## config.mk

```make
export PLATFORM = sky130hd
export DESIGN_NAME = wb_arbiter2
export DESIGN_NICKNAME = d
export VERILOG_FILES = /design/src/rtl/wb_arb_pkg.sv /design/src/rtl/wb_arb_watchdog.sv /design/src/rtl/wb_arbiter2.sv
export SDC_FILE = /design/constraint.sdc
export NUM_CORES = 1
export LEC_CHECK = 0
export CORE_AREA = 5 5 87 89
export CTS_CLUSTER_SIZE = 10
export DETAILED_ROUTE_END_ITERATION = 7
export DIE_AREA = 0 0 92 94
export DONT_BUFFER_PORTS = 1
export SKIP_CTS_REPAIR_TIMING = 1
export SLEW_MARGIN = 30
export SYNTH_ARGS = -nofsm -noshare
export SYNTH_HDL_FRONTEND = slang
export SYNTH_SLANG_ARGS = --single-unit
```

## constraint.sdc

```tcl
create_clock -name clk_i -period 3.45 [get_ports clk_i]
set_clock_uncertainty 0.05 [all_clocks]
set_input_delay 0.69 -clock clk_i [delete_from_list [all_inputs] [get_ports clk_i]]
set_output_delay 0.69 -clock clk_i [all_outputs]
set_load 0.05 [all_outputs]
```

## src/rtl/wb_arb_pkg.sv

```systemverilog
// rtl/wb_arb_pkg.sv - shared state encoding and counter sizing for the two-master Wishbone arbiter
package wb_arb_pkg;

    typedef enum logic [1:0] {
        ST_IDLE  = 2'd0,
        ST_GNT0  = 2'd1,
        ST_GNT1  = 2'd2,
        ST_ABORT = 2'd3
    } arb_state_e;

    // Bits needed to hold values 0..max_val, never less than one.
    function automatic int cnt_w(input int max_val);
        return (max_val < 2) ? 1 : $clog2(max_val + 1);
    endfunction

    localparam int DEF_TIMEOUT = 255;
    localparam int DEF_MAXOUT  = 7;
    localparam int DEF_WDOG_W  = cnt_w(DEF_TIMEOUT - 1);
    localparam int DEF_OUT_W   = cnt_w(DEF_MAXOUT);

endpackage

```

## src/rtl/wb_arb_watchdog.sv

```systemverilog
// rtl/wb_arb_watchdog.sv - outstanding-strobe counter and hung-transfer watchdog
module wb_arb_watchdog
    import wb_arb_pkg::*;
#(
    parameter int TIMEOUT = DEF_TIMEOUT,
    parameter int MAXOUT  = DEF_MAXOUT
) (
    input  logic clk_i,
    input  logic rst_i,
    input  logic en_i,
    input  logic inc_i,
    input  logic dec_i,
    output logic at_max_o,
    output logic expire_o
);

    localparam int OUT_W  = cnt_w(MAXOUT);
    localparam int WDOG_W = cnt_w(TIMEOUT - 1);
    localparam logic [OUT_W-1:0]  OUT_MAX   = OUT_W'(MAXOUT);
    localparam logic [WDOG_W-1:0] WDOG_LAST = WDOG_W'(TIMEOUT - 1);

    logic [OUT_W-1:0]  out_q, out_d;
    logic [WDOG_W-1:0] wdog_q, wdog_d;
    logic              dec_ok;

    // A response with nothing outstanding is stray and must not underflow.
    assign dec_ok = dec_i && (out_q != '0);

    always_comb begin
        out_d  = out_q;
        wdog_d = wdog_q;
        if (!en_i) begin
            out_d  = '0;
            wdog_d = '0;
        end else begin
            if (inc_i && !dec_ok) begin
                out_d = out_q + 1'b1;
            end else if (dec_ok && !inc_i) begin
                out_d = out_q - 1'b1;
            end
            if (dec_i || (out_q == '0)) begin
                wdog_d = '0;
            end else begin
                wdog_d = wdog_q + 1'b1;
            end
        end
    end

    always_ff @(posedge clk_i) begin
        if (rst_i) begin
            out_q  <= '0;
            wdog_q <= '0;
        end else begin
            out_q  <= out_d;
            wdog_q <= wdog_d;
        end
    end

    assign at_max_o = (out_q == OUT_MAX);
    assign expire_o = en_i && (out_q != '0) && (wdog_q == WDOG_LAST);

endmodule

```

## src/rtl/wb_arbiter2.sv

```systemverilog
// rtl/wb_arbiter2.sv - two-master round-robin arbiter onto one pipelined Wishbone slave
module wb_arbiter2
    import wb_arb_pkg::*;
#(
    parameter int AW      = 2,
    parameter int DW      = 32,
    parameter int TIMEOUT = DEF_TIMEOUT,
    parameter int MAXOUT  = DEF_MAXOUT
) (
    input  logic            clk_i,
    input  logic            rst_i,
    input  logic            m0_cyc_i,
    input  logic            m0_stb_i,
    input  logic            m0_we_i,
    input  logic [AW-1:0]   m0_adr_i,
    input  logic [DW/8-1:0] m0_sel_i,
    input  logic [DW-1:0]   m0_dat_i,
    output logic            m0_ack_o,
    output logic            m0_err_o,
    output logic            m0_stall_o,
    output logic [DW-1:0]   m0_dat_o,
    input  logic            m1_cyc_i,
    input  logic            m1_stb_i,
    input  logic            m1_we_i,
    input  logic [AW-1:0]   m1_adr_i,
    input  logic [DW/8-1:0] m1_sel_i,
    input  logic [DW-1:0]   m1_dat_i,
    output logic            m1_ack_o,
    output logic            m1_err_o,
    output logic            m1_stall_o,
    output logic [DW-1:0]   m1_dat_o,
    output logic            s_cyc_o,
    output logic            s_stb_o,
    output logic            s_we_o,
    output logic [AW-1:0]   s_adr_o,
    output logic [DW/8-1:0] s_sel_o,
    output logic [DW-1:0]   s_dat_o,
    input  logic            s_ack_i,
    input  logic            s_err_i,
    input  logic            s_rty_i,
    input  logic            s_stall_i,
    input  logic [DW-1:0]   s_dat_i,
    output logic            owner_o,
    output logic            busy_o,
    output logic            timeout_o
);

    arb_state_e state_q, state_d;
    logic       owner_q, owner_d;
    logic       gnt1, granted, own_cyc, own_stb, live, slv_err, at_max, expire;

    assign gnt1    = (state_q == ST_GNT1);
    assign granted = (state_q == ST_GNT0) || gnt1;
    assign own_cyc = gnt1 ? m1_cyc_i : m0_cyc_i;
    assign own_stb = gnt1 ? m1_stb_i : m0_stb_i;
    assign live    = granted && own_cyc;
    assign slv_err = s_err_i | s_rty_i;

    assign s_cyc_o = live;
    assign s_stb_o = live && own_stb && !at_max;
    assign s_we_o  = gnt1 ? m1_we_i  : m0_we_i;
    assign s_adr_o = gnt1 ? m1_adr_i : m0_adr_i;
    assign s_sel_o = gnt1 ? m1_sel_i : m0_sel_i;
    assign s_dat_o = gnt1 ? m1_dat_i : m0_dat_i;

    assign m0_dat_o  = s_dat_i;
    assign m1_dat_o  = s_dat_i;
    assign owner_o   = owner_q;
    assign busy_o    = (state_q != ST_IDLE);

    wb_arb_watchdog #(
        .TIMEOUT (TIMEOUT),
        .MAXOUT  (MAXOUT)
    ) u_watchdog (
        .clk_i    (clk_i),
        .rst_i    (rst_i),
        .en_i     (live),
        .inc_i    (s_stb_o && !s_stall_i),
        .dec_i    (live && (s_ack_i || slv_err)),
        .at_max_o (at_max),
        .expire_o (expire)
    );

    always_comb begin
        state_d    = state_q;
        owner_d    = owner_q;
        m0_stall_o = m0_cyc_i & m0_stb_i;
        m1_stall_o = m1_cyc_i & m1_stb_i;
        m0_ack_o   = 1'b0;
        m1_ack_o   = 1'b0;
        m0_err_o   = 1'b0;
        m1_err_o   = 1'b0;
        timeout_o  = 1'b0;
        case (state_q)
            ST_IDLE: begin
                // On a tie the master that did not own the bus last wins.
                if (m0_cyc_i && (!m1_cyc_i || owner_q)) begin
                    state_d = ST_GNT0;
                    owner_d = 1'b0;
                end else if (m1_cyc_i) begin
                    state_d = ST_GNT1;
                    owner_d = 1'b1;
                end
            end
            ST_GNT0, ST_GNT1: begin
                if (!own_cyc) begin
                    state_d = ST_IDLE;
                end else if (expire) begin
                    state_d = ST_ABORT;
                end
                if (gnt1) begin
                    m0_stall_o = 1'b1;
                    m1_stall_o = s_stall_i | at_max;
                    m1_ack_o   = s_ack_i & own_cyc;
                    m1_err_o   = slv_err & own_cyc;
                end else begin
                    m1_stall_o = 1'b1;
                    m0_stall_o = s_stall_i | at_max;
                    m0_ack_o   = s_ack_i & own_cyc;
                    m0_err_o   = slv_err & own_cyc;
                end
            end
            ST_ABORT: begin
                state_d   = ST_IDLE;
                timeout_o = 1'b1;
                if (owner_q) begin
                    m1_err_o = 1'b1;
                end else begin
                    m0_err_o = 1'b1;
                end
            end
            default: state_d = ST_IDLE;
        endcase
    end

    always_ff @(posedge clk_i) begin
        if (rst_i) begin
            state_q <= ST_IDLE;
            owner_q <= 1'b1;
        end else begin
            state_q <= state_d;
            owner_q <= owner_d;
        end
    end

endmodule

```

=== Word level (Yosys, flattened, before mapping) ===
Cells that the tools add are included.

* $add $sub $neg: 3
* Equal/unequal tests: 7
* Mux-type cells: 30
* Bitwise operators: 7
* Reduce and logical (&&, ||, !) cells: 31

{| class="wikitable"
|+ Operator list
! kind !! count
|-
| $mux W32 || 1
|-
| $mux W1 || 18
|-
| $logic_and A1 B1 Y1 || 11
|-
| $mux W2 || 5
|-
| $add A8 B1 Y8 const B || 1
|-
| $eq A8 B8 Y1 const B || 1
|-
| $mux W3 || 2
|-
| $ne A3 B3 Y1 const B || 2
|-
| $pmux W2 S3 || 1
|-
| $reduce_bool A2 Y1 || 3
|-
| $logic_not A1 Y1 || 5
|-
| $and A1 B1 Y1 || 4
|-
| $eq A2 B2 Y1 const B || 2
|-
| $logic_or A1 B1 Y1 || 4
|-
| $mux W4 || 1
|-
| $pmux W1 S2 || 2
|-
| $reduce_and A2 Y1 || 2
|-
| $reduce_or A2 Y1 || 2
|-
| $add A3 B1 Y3 const B || 1
|-
| $eq A3 B3 Y1 const B || 1
|-
| $logic_not A3 Y1 || 1
|-
| $reduce_bool A3 Y1 || 1
|-
| $reduce_or A3 Y1 || 1
|-
| $sub A3 B1 Y3 const B || 1
|-
| 4 further kinds || 5
|}

* Register bits after elaboration: 14
* Input port bits: 120
* Output and inout port bits: 114
* Logic and storage cells: 82

=== Depth between registers and ports, before layout ===
Gate-level depths: netlist of the first run.

* Word-level depth: 10
* Mapped depth: 14
* Depth with buffers taken out: 12

=== By module ===
A second synthesis of the first run with hierarchy kept.

* Cell total of the unflattened synthesis: 218
* Area, all modules: 1859.3 um^2

{| class="wikitable"
|+ By module, submodules not included
! module !! times used !! cells an instance !! area an instance (um^2) !! sequential area each (um^2)
|-
| wb_arbiter2 || 1 || 162 || 1317.5 || 60.1
|-
| wb_arb_watchdog || 1 || 56 || 541.8 || 220.2
|}

=== Worst setup path after synthesis of the first run ===
OpenSTA, ideal clock, no wires.

* Path kind: register to output
* From: register state_q[0]
* To: output s_stb_o
* Data arrival time: 2.190 ns
* Required time: 2.710 ns
* Slack: 0.520 ns
* Stages on the path, launching flop included: 8
* Buffers on the path: 2
* Cell sequence: dfxtp_1 > inv_1 > ha_1 > buf_6 > mux2i_1 > nand2b_1 > buf_6 > nor3_1

* Cells in the longest elaborated chain, start to end: 5
* Elaborated cells between the ends (all ways): 8
* Those cells by class: 2 x eq/ne; 2 x mux; 4 x reduce/logical

{| class="wikitable"
|+ Ends and longest elaborated chain
! item !! RTL line !! text
|-
| from (decl) || wb_arbiter2.sv:48 || <nowiki>arb_state_e state_q, state_d;</nowiki>
|-
| from (signal assigned) || wb_arbiter2.sv:141 || <nowiki>state_q <= state_d;</nowiki>
|-
| $eq A2 B2 Y1 / $eq A2 B1 Y1 (equally long branches) || wb_arbiter2.sv:52, wb_arbiter2.sv:53 ||
|-
| $mux W1 / $logic_or A1 B1 Y1 (equally long branches) || wb_arbiter2.sv:54, wb_arbiter2.sv:53 ||
|-
| $logic_and A1 B1 Y1 || wb_arbiter2.sv:56 || <nowiki>assign live = granted && own_cyc;</nowiki>
|-
| $logic_and A1 B1 Y1 (*) (2 in a row) || wb_arbiter2.sv:60 || <nowiki>assign s_stb_o = live && own_stb && !at_max;</nowiki>
|-
| to (decl) || wb_arbiter2.sv:33 || <nowiki>output logic s_stb_o,</nowiki>
|}

Mark *: on every way between the ends. The rest lies on a longest branch, timed or not.

=== Worst setup path in the final report of the first run ===
* From: register state_q[0]
* To: register u_watchdog.out_q[2]

* Cells in the longest elaborated chain, start to end: 9
* Elaborated cells between the ends (all ways): 19
* Those cells by class: 2 x eq/ne; 3 x mux; 1 x bitwise; 13 x reduce/logical

{| class="wikitable"
|+ Ends and longest elaborated chain
! item !! RTL line !! text
|-
| $eq A2 B2 Y1 / $eq A2 B1 Y1 (equally long branches) || wb_arbiter2.sv:52, wb_arbiter2.sv:53 ||
|-
| $mux W1 / $logic_or A1 B1 Y1 (equally long branches) || wb_arbiter2.sv:54, wb_arbiter2.sv:53 ||
|-
| $logic_and A1 B1 Y1 || wb_arbiter2.sv:56 ||
|-
| $logic_and A1 B1 Y1 (2 in a row) || wb_arbiter2.sv:60 ||
|-
| $logic_and A1 B1 Y1 || wb_arbiter2.sv:78 || <nowiki>.inc_i (s_stb_o && !s_stall_i),</nowiki>
|-
| $logic_not A1 Y1 || wb_arb_watchdog.sv:38 || <nowiki>end else if (dec_ok && !inc_i) begin</nowiki>
|-
| $logic_and A1 B1 Y1 || wb_arb_watchdog.sv:38 ||
|-
| $reduce_bool A2 Y1 (no source line) || n/a ||
|-
| to (signal assigned) || wb_arb_watchdog.sv:54 || <nowiki>out_q <= out_d;</nowiki>
|-
| to (decl) || wb_arb_watchdog.sv:22 || <nowiki>logic [OUT_W-1:0] out_q, out_d;</nowiki>
|}

Parallel ways exist; a longest one is shown, timed or not.
A chain may end at the register's enable or synchronous reset.

==> results of run 1 <==
-- placed cells by master, fill, tap and decap left out, types with 3 or more instances in the layout --
cell	count
sky130_fd_sc_hd__xor2_1	7
sky130_fd_sc_hd__clkbuf_8	4
sky130_fd_sc_hd__ha_1	5
sky130_fd_sc_hd__nor2_1	10
sky130_fd_sc_hd__mux2_2	39
sky130_fd_sc_hd__nand3_1	3
sky130_fd_sc_hd__nor3_1	7
sky130_fd_sc_hd__nand2_1	3
sky130_fd_sc_hd__and3_1	3
sky130_fd_sc_hd__inv_1	9
sky130_fd_sc_hd__a21oi_1	7
sky130_fd_sc_hd__dfxtp_1	14
sky130_fd_sc_hd__mux2i_1	3
sky130_fd_sc_hd__buf_4	6
-- cell families (layout without fill, tap and decap cells) --
family / count (synthesis) / after routing / share of synthesized area
AOI/OAI and AO/OA: 17 / 17 / 0.0646
DFF: 14 / 14 / 0.156
and+or+nand+nor: 37 / 37 / 0.110
muxes: 42 / 42 / 0.261
adders and majority gates: 7 / 7 / 0.0528
buffers and inverters: 80 / 19 / 0.313
xor gates and xnor gates: 9 / 9 / 0.0438
-- metrics by stage --
step,area [um2],power (W),utilization,instances
global route,1480,0.00173,0.221,225
global placement,1420,0.00149,0.213,221
CTS,1480,0.00167,0.221,225
detailed placement,1420,0.00151,0.213,221
finish,1480,0.00165,0.221,225
floorplan,1800,0.00155,-,206
-- sequential cells by signal, indices dropped and copies added, names as in the netlist --
| name | count |
|---|---|
| u_watchdog.out_q | 3 |
| owner_o | 1 |
| state_q | 2 |
| u_watchdog.wdog_q | 8 |
-- area by class of cell --
class	instances	area, um2	area share
Multi-Input combinational cell	112	965	0.652
Sequential cell	14	280	0.190
Tap cell	80	100	0.0677
Clock buffer	4	55.1	0.0372
Timing Repair Buffer	6	45.0	0.0305
Inverter	9	33.8	0.0228
-- worst paths after layout --
| kind | startpoint | to | slack, ns |
|---|---|---|---|
| min reg2reg | u_watchdog.wdog_q[0]$_SDFF_PP0_ | u_watchdog.wdog_q[0]$_SDFF_PP0_ | 0.45 |
| max | state_q[0]$_SDFFE_PP0P_ | u_watchdog.out_q[2]$_SDFFE_PP0P_ | 0.63 |
| max reg2reg | state_q[0]$_SDFFE_PP0P_ | u_watchdog.out_q[2]$_SDFFE_PP0P_ | 0.63 |
| min | u_watchdog.wdog_q[0]$_SDFF_PP0_ | u_watchdog.wdog_q[0]$_SDFF_PP0_ | 0.45 |
-- per-layer routing --
layer	part of all wire	GRT usage	up-vias
met5	0	0	-
met4	0.0011	0.0173	0
met3	0.13	0.0601	3
met2	0.49	0.189	93
met1	0.37	0.133	532
li1	-	-	516
-- worst max-delay path, cell delays in order, from the launching register on --
cell	delay, ns
sky130_fd_sc_hd__dfxtp_1	0.31
sky130_fd_sc_hd__inv_1	0.10
sky130_fd_sc_hd__ha_2	0.20
sky130_fd_sc_hd__buf_4	0.45
sky130_fd_sc_hd__mux2i_1	0.21
sky130_fd_sc_hd__nor4_1	0.27
sky130_fd_sc_hd__ha_1	0.24
sky130_fd_sc_hd__inv_1	0.06
sky130_fd_sc_hd__fa_1	0.37
sky130_fd_sc_hd__xor2_1	0.15
sky130_fd_sc_hd__nor2_1	0.11
sky130_fd_sc_hd__xnor2_1	0.12
sky130_fd_sc_hd__nor3_1	0.05
-- power breakdown --
| part | internal, W | switching (W) | total [W] |
|---|---|---|---|
| sequential | 0.000178 | 0.0000281 | 0.000206 |
| combinational | 0.000307 | 0.000978 | 0.00129 |
| clock | 0.000101 | 0.0000585 | 0.000160 |
| total | 0.000585 | 0.00107 | 0.00165 |
==> run summary, run 1 <==
For the final count of hold timing violations, the log shows 0. TritonCTS built the clock tree. The synthesized design contains 14 register bits.

Count of boundary I/O pins: 234. Setup repair after global routing left no endpoint under its margin. For the number of iterations in the first detailed-routing pass, the log shows 4.

The number of levels the H-tree was split into is 1. The number of global-route vias before repair was 1192; the worst hold slack across all endpoints was 0.448 ns. The count of pins over their slew limit was 0. For this block, the via count after detailed routing is 1144. Counting instances in the post-synthesis netlist gives the leading cell types as 64 x sky130_fd_sc_hd__buf_4, 39 x sky130_fd_sc_hd__mux2_2, 14 x sky130_fd_sc_hd__dfxtp_1, 10 x sky130_fd_sc_hd__nor2_1, 9 x sky130_fd_sc_hd__inv_1. For this design the static power due to leakage is 0.544 nW. Weighted congestion reported at the end of routability-driven placement: 0.806. The tools report the kind of end point of the critical path as a register. For this run, the leading register cell type out of synthesis is sky130_fd_sc_hd__dfxtp_1.

After detailed routing, the number of remaining DRC violations is 0. The netlist area before placement is 1800 um2. Kind of path behind the tightest hold check: register to register. The first global-routing pass estimated 7390 um of wire.

The hold path depth is 1, and the reported max-cap violation count is 0. The count of buffers from port buffering came out at 0. The fraction of final layout cells sized beyond drive strength 1 was 0.359; the worst supply voltage drop on vdd was 0.196 mV.

The run gives 8650 um2 as the overall die area. The tools report the source-to-sink clock delay at the later pin of the worst-skew pair as 0.25 ns. Via-per-instance ratio: 5.08. The tools report the overall track demand over capacity in global routing as 0.114. The die is 94 um tall.

The wire length per cell was 23.8 um. In this run the power density over the cells is 1120 nW/um2. Yosys attributes the largest share of cell area to sky130_fd_sc_hd__buf_4 27%, sky130_fd_sc_hd__mux2_2 24%, sky130_fd_sc_hd__dfxtp_1 16%. The count of distinct cell types in the synthesized netlist came out at 31. CTS placed an instance of sky130_fd_sc_hd__clkbuf_8 at the clock tree root.

Yosys instantiated no cell more often than sky130_fd_sc_hd__buf_4. OpenSTA, run right after detailed placement, puts the worst setup slack at 0.600 ns. After synthesis, the mean cell area works out to 8.74 um2. Of all nets on the critical path, the largest fanout is 45. The tools report the critical path startpoint category as a register.

The clock passes through at most 2 buffers. CTS clock-pin slew for the worst setup and hold paths: 0.06 ns. The Yosys step of the flow raised 0 warnings. The number of inserted filler cells in the final layout was 724. The sequential element share of the synthesized area is 0.156, and the clock period minus worst slack is 2.82 ns. For this run the aggregate overflow at the end of global routing stands at 0.

The run gives 273 as the final layout net count. The run gives 206 as the gate count of the mapped netlist. For the pin with the worst max-slew slack, the measured transition is 0.675 ns.

Once detail routing completed, the nets flagged for antenna violations numbered 0. The synthesized design contains 0 enable-type register cells. The first routing iteration left 53 violations. Summed over all layers, the routed wires come to 5360 um. STA puts the critical path data required time at 3.52 ns. The flow ran to the end, and the final reports show no timing, DRC or antenna violations. The number of antenna violations at the first check in global routing came out at 0. The proportion of synthesized flip-flops having asynchronous set or reset came out at 0. For the worst slew margin relative to its limit, the log shows 0.549. For the count of endpoints failing setup in the final report, the log shows 0.

After routing, the total negative slack on setup checks comes to 0 ns. Measured in cells, the most critical reg-to-reg path has a length of 12. The repair_antennas step left the layout with diodes totalling 0. The final worst-path cycle share is 0.817, and the starting utilization of the core area is 0.269. Detailed placement ended at an HPWL of 4740 um. For the area of the core region, the log shows 6680 um2. The top cell type's share of synthesized area is 0.267. Across all setup checks in the final design, the least slack found is 0.631 ns. Entering global routing, the biggest net connects 46 pins. For the cell row count, the log shows 30. Maximum clock frequency: 355 MHz. TritonCTS created 3 clock buffers.

The floorplan step set the die width to 92 um. When the netlist entered floorplanning its net count stood at 333. The critical path is of the register to register type. Data on the critical path arrives at its endpoint at 2.89 ns. The library cell with the largest summed area after synthesis is sky130_fd_sc_hd__buf_4. The clock net in this run drives a total of 14 sinks.

The area growth from synthesis to layout is -17.9%.
Power figures use the tool's default switching activity.
==> inputs of run 2 (changes only) <==
- clock period: 3.45 -> 2.7 ns (I/O delays scaled with it)
==> run summary, run 2 (same netlist as run 1, synthesis figures left out) <==
The count of buffers from port buffering is 0. The run gives 0.094 as the clock network power share. Number of antenna violations at the first check in global routing: 0. The routing usage on met3 was 0.0593.

The total overflow reported by the global router is 0, and the vertical extent of the die is 94 um. The met2 track demand over resource was 0.198; the maximum count of clock buffers along a single path was 2. The tightest min-delay check is of the input pin to register type.

Relative to the synthesized area, the layout overhead comes to -14.1%. The number of levels the H-tree was split into came out at 1. The fraction of power spent switching nets was 0.628. By startpoint and endpoint, the worst setup path is classified as register to register.

The run gives 400 MHz as the maximum clock frequency. The fraction of final layout cells sized beyond drive strength 1 is 0.408. Entering global routing, the biggest net connects 27 pins. The weighted congestion reported at the end of routability-driven placement was 0.700. Summing over every cut layer, the via total after detailed routing is 1146. Cell at the slowest stage of the critical path: sky130_fd_sc_hd__fa_1. The first-pass GRT wire length is 7290 um, and the worst slew margin relative to its limit is 0.569.

The library cell used most frequently in the layout, excluding fill and tap cells, is sky130_fd_sc_hd__mux2_2. STA puts the critical path data arrival time at 2.59 ns. The sequential fraction of design power is 0.119, and the slew at the pin closest to its max-slew limit is 0.645 ns.

The floorplan step defined a die boundary enclosing 8650 um2. The final worst-path cycle share is 0.926, and the violation count after the first detailed-route iteration is 31. The met1 track demand over resource in global routing was 0.113; the net switching power of the design was 0.00137 W.

After layout, the minimum clock period comes to 2.50 ns. The number of global-route vias before repair is 1249, and the power density over the cells is 1410 nW/um2. The number of inserted filler cells in the final layout was 706. The logs give 234 for the count of boundary I/O pins and 0.24 ns for the source-to-sink clock delay at the later pin of the worst-skew pair. Register bank with the most flops: u_watchdog.wdog_q.

The count of pins over their slew limit came out at 0. The run gives 3 as the clock buffer count from CTS. The cell row count was 30.

Registers take 280 um2. The count of endpoints failing setup in the final report is 0, and the via-per-instance ratio is 4.94. The area of the core region is 6680 um2, and the starting utilization of the core area is 0.269.

TritonCTS built the clock tree. The overall track demand over capacity in global routing was 0.110; the chip width was 92 um. For this run, design rule violations remaining after detail routing come to 0.

The final worst setup slack is 0.199 ns, and the final count of hold timing violations is 0. The final layout contains routed wiring with a total length of 5240 um. After clock tree synthesis, the clock-pin slew on the worst setup and hold paths is 0.06 ns.

The internal power consumption was 0.000814 W. The root buffer cell chosen for the clock tree is sky130_fd_sc_hd__clkbuf_8. Routing layer with the top usage in global route: met2. The minimum setup slack after placement is 0.174 ns. The wire-length estimate of the detail-placed layout is 4690 um.

For this run, the detailed router's first-pass iteration total came to 3. In this run the worst path has a maximum fanout of 4. The analysis attributes to cell leakage a power of 0.579 nW. Worst path required time: 2.79 ns. For this run, the slowest stage of the critical path takes 0.38 ns. The share of total power in combinational logic was 0.787; the reported max-cap violation count was 0. The worst setup path is launched from a register.

The wire length per cell works out to 22.6 um. The largest registers in the layout are u_watchdog.wdog_q (8), u_watchdog.out_q (3), state_q (2). Setup repair after global routing could not meet its margin everywhere.

The worst setup path is captured at a register. Once detail routing completed, the nets flagged for antenna violations numbered 0. The clock net in this run drives a total of 14 sinks. The run gives 0.249 mV as the worst supply voltage drop on vdd. The repair_antennas step left the layout with diodes totalling 0. Hold timing on the final database bottoms out at a slack of 0.312 ns. The final layout contains 280 nets. The register with the most flip-flops in the layout has 8 of them. Walking the worst path, the cells encountered are inv_1 -> ha_2 -> mux2i_1 -> nand2b_2 -> nor4_2 -> ha_2 -> inv_1 -> fa_1 -> xor2_1 -> nor2_1 -> xnor2_1 -> nor3_1. In the layout the commonest cells are 39 x sky130_fd_sc_hd__mux2_2, 14 x sky130_fd_sc_hd__dfxtp_1, 12 x sky130_fd_sc_hd__buf_4. Summing all multi-input logic gate instances after layout gives 976 um2. The run finished with clean final reports.
==> run 2: cell types whose count changed in the layout (fill, tap and decap cells not counted), sizes merged <==
cell  before  now
buf        6   13
==> run 2: worst paths after layout <==
path                              startpoint                               end  slack [ns]  cells after the start
max reg2reg          state_q[0]$_SDFFE_PP0P_  u_watchdog.out_q[2]$_SDFFE_PP0P_        0.20                     12
min reg2reg  u_watchdog.wdog_q[0]$_SDFF_PP0_   u_watchdog.wdog_q[0]$_SDFF_PP0_        0.46                      1
max                  state_q[0]$_SDFFE_PP0P_  u_watchdog.out_q[2]$_SDFFE_PP0P_        0.20                     12
min                                    rst_i           state_q[1]$_SDFFE_PP0P_        0.31                      1
==> run 2: metrics by stage <==
step / instances / util / cell area [um2] / setup TNS, ns / power, W
4_1_cts: 232 / 0.229 / 1530 / 0 / 0.00219
6_report: 232 / 0.231 / 1550 / 0 / 0.00219
3_5_place_dp: 228 / 0.221 / 1480 / 0 / 0.00199
2_1_floorplan: 206 / - / 1810 / 0 / 0.00199
5_1_grt: 232 / 0.231 / 1550 / -0.0280 / 0.00229
3_3_place_gp: 228 / 0.221 / 1480 / 0 / 0.00197
==> run 2: worst max-delay path, delay by kind of cell, from the launching register on <==
family / cells / cell delay, ns
flops: 1 / 0.33
xor+xnor: 2 / 0.28
simple gates: 4 / 0.68
fa+ha+maj: 3 / 0.80
mux: 1 / 0.13
buf+inv: 2 / 0.12
==> run 2: metal layers <==
layer	wire [um]	vias up
li1	-	536
met4	21	0
met5	0	-
met3	683	4
met2	2680	88
met1	1860	518
==> run 2: power by group through the flow <==
stage	Clock, W	Sequential [W]	Combinational, W
finish	0.000205	0.000261	0.00172
global route	0.000220	0.000265	0.00181
CTS	0.000210	0.000262	0.00172
detailed placement	0	0.000267	0.00172
global placement	0	0.000265	0.00171
floorplan	0	0.000260	0.00173
==> run 2: layout make-up <==
type	instances	area share
Timing Repair Buffer	13	0.0655
Inverter	9	0.0218
Sequential cell	14	0.181
Multi-Input combinational cell	112	0.631
Clock buffer	4	0.0356
Tap cell	80	0.0647
==> inputs of run 3 (changes only) <==
- GPL_TIMING_DRIVEN: not set -> 0
==> run summary, run 3 (same netlist as run 1, synthesis figures left out) <==
The worst register-to-register path has a setup slack of 0.10 ns. The run gives 0.816 as the share of total power in combinational logic. Leading cell type in the layout, fill and taps excluded: sky130_fd_sc_hd__buf_4. In the final layout, flip-flops and latches occupy 282 um2.

After floorplanning, the core was divided into 30 placement rows. The run finished with clean final reports. The run gives 0.310 as the fraction of the core area covered by cells at the end of the flow. In the layout the commonest cells are 69 x sky130_fd_sc_hd__buf_4, 39 x sky130_fd_sc_hd__mux2_2, 13 x sky130_fd_sc_hd__dfxtp_1. For the remaining antenna violation count after routing, the log shows 0. The first routing iteration left 26 violations. In this run, CTS created clock tree buffers numbering 3. Reg-to-reg endpoint: u_watchdog.out_q[2]$_SDFFE_PP0P_. The core region is 6680 um2. The chip width came out at 92 um. For this run the aggregate overflow at the end of global routing stands at 0. The area growth from synthesis to layout is 15.1%. The die covers 8650 um2.

Of all nets on the critical path, the largest fanout is 7. After legalization and detailed placement, the total HPWL measured 5530 um. The area of the multi-input gates was 1030 um2; the fraction of final layout cells sized beyond drive strength 1 was 0.605.

The sequential fraction of design power came out at 0.104. Maximum count of clock buffers along a single path: 2. The first-pass GRT wire length is 8220 um.

The depth of the worst register-to-register path is 14. The category of the critical setup timing path was register to output port. The run gives 1 as the number of levels the H-tree was split into. The internal portion of the total power is 0.000906 W. After detailed routing, the average wire length per cell comes to 20.5 um.

Entering global routing, the biggest net connects 11 pins. TritonCTS built the clock tree. The register with the most flip-flops in the layout has 8 of them. The repair_antennas step left the layout with diodes totalling 0. For the maximum clock frequency, the log shows 378 MHz. The largest registers in the layout are u_watchdog.wdog_q (8), u_watchdog.out_q (3), state_q (2).

The register with the most flip-flops in the final layout is u_watchdog.wdog_q. The via-per-instance ratio is 4.79, and the weighted congestion reported at the end of routability-driven placement is 0.761. STA classifies the critical path startpoint as a register. The fraction of power spent switching nets was 0.641. The first TritonRoute pass finished after 4 iterations.

CTS placed an instance of sky130_fd_sc_hd__clkbuf_8 at the clock tree root. Setup repair after global routing could not meet its margin everywhere. The clock period minus worst slack is 2.64 ns, and the total placed cells including tap cells is 286.

The starting utilization of the core area came out at 0.269. The reg-to-reg startpoint was state_q[0]$_SDFFE_PP0P_. The run gives 0 as the remaining routing DRC violations.

The data arrival time of the worst path is 2.05 ns, and the final worst-path cycle share is 0.979. Number of antenna violations at the first check in global routing: 1. The count of buffers from port buffering is 0. The final count of hold timing violations was 0.

Setup violations remaining at the end of the flow were counted as 0. Across the run, the number of max-cap violations was 0. The tools report the startpoint of the most critical hold path as rst_i. The worst supply voltage drop on vdd came out at 0.327 mV. For this run, the post-layout net count is 343. Summing over every cut layer, the via total after detailed routing is 1412. The static power due to leakage was 0.877 nW.

The power density over the cells was 1220 nW/um2; the count of boundary I/O pins was 234. Clock tree synthesis found a total of 14 sinks. The slew at the pin closest to its max-slew limit is 0.870 ns.

The vertical extent of the die is 94 um, and the number of inserted filler cells in the final layout is 697. The kind of path behind the tightest hold check was input pin to register. For this block, the routed nets add up to 6050 um of wire. For the worst-skew pair, the clock arrives at the later sink with an insertion delay of 0.24 ns. The clock network power share is 0.079, and the worst slew margin relative to its limit is 0.417. The run gives 295 as the number of standard cells in the final layout excluding fillers. The CTS clock-pin slew for the worst setup and hold paths is 0.06 ns. The tools report the capture endpoint of the worst hold path as u_watchdog.out_q[2]$_SDFFE_PP0P_.

Overall track demand over capacity in global routing: 0.120. The tools report the kind of end point of the critical path as an output port. The number of global-route vias before repair came out at 1471.

For the worst setup path, the data required time is 2.11 ns. In this run the power spent charging and discharging nets is 0.00161 W. The hold path depth is 1. The count of pins over their slew limit is 0.
run 3: worst max-delay path: stages (launching register included):
cell	delay [ns]
sky130_fd_sc_hd__dfxtp_2	0.33
sky130_fd_sc_hd__inv_2	0.06
sky130_fd_sc_hd__ha_2	0.18
sky130_fd_sc_hd__buf_6	0.12
sky130_fd_sc_hd__mux2i_1	0.12
sky130_fd_sc_hd__nand2b_4	0.14
sky130_fd_sc_hd__buf_6	0.13
sky130_fd_sc_hd__nor3_2	0.72
run 3: power groups by stage:
stage | Combinational [W] | Clock [W] | Sequential (W)
after floorplan | 0.00173 | 0 | 0.000260
after global placement | 0.00189 | 0 | 0.000265
after detailed placement | 0.00193 | 0 | 0.000266
after CTS | 0.00193 | 0.000206 | 0.000261
after global routing | 0.00215 | 0.000219 | 0.000266
final | 0.00206 | 0.000199 | 0.000263
run 3: per-stage QoR:
step                      total power [W]  cell area (um2)  hold WS, ns  setup slack [ns]  TNS, ns
after global routing              0.00264             2070        0.298           -0.0602  -0.0998
after detailed placement          0.00219             1920        0.431           -0.0537  -0.0537
after CTS                         0.00240             1980        0.306            -0.121   -0.270
after global placement            0.00216             1910        0.429            -0.102   -0.107
final                             0.00252             2070        0.312            0.0569        0
after floorplan                   0.00199             1810        0.403             0.141        0
run 3: metal layers:
layer  share of wire  GRT usage
met5          0.0021          0
met4         0.00033     0.0149
met3            0.12     0.0625
met2            0.55      0.225
met1            0.33      0.121
run 3: how the worst max path moves through the flow:
stage                                             endpoint  cells after the start  slack, ns                     from
after detailed placement  u_watchdog.out_q[2]$_SDFFE_PP0P_                     14      -0.05  state_q[0]$_SDFFE_PP0P_
after floorplan           u_watchdog.out_q[2]$_SDFFE_PP0P_                     14       0.14  state_q[0]$_SDFFE_PP0P_
after global routing      u_watchdog.out_q[2]$_SDFFE_PP0P_                     14      -0.06  state_q[0]$_SDFFE_PP0P_
after CTS                                         m1_err_o                      6      -0.12  state_q[0]$_SDFFE_PP0P_
final                                              s_stb_o                      7       0.06  state_q[0]$_SDFFE_PP0P_
after global placement                            m1_err_o                      6      -0.10  state_q[0]$_SDFFE_PP0P_
run 3: cell type report:
class                   instances  area share
plain buffers                  71       0.255
clock buffers                   4      0.0266
inverters                       9      0.0163
multi-input cells             112       0.499
flip-flops and latches         14       0.136
well taps                      80      0.0483
repair buffers                  5      0.0181
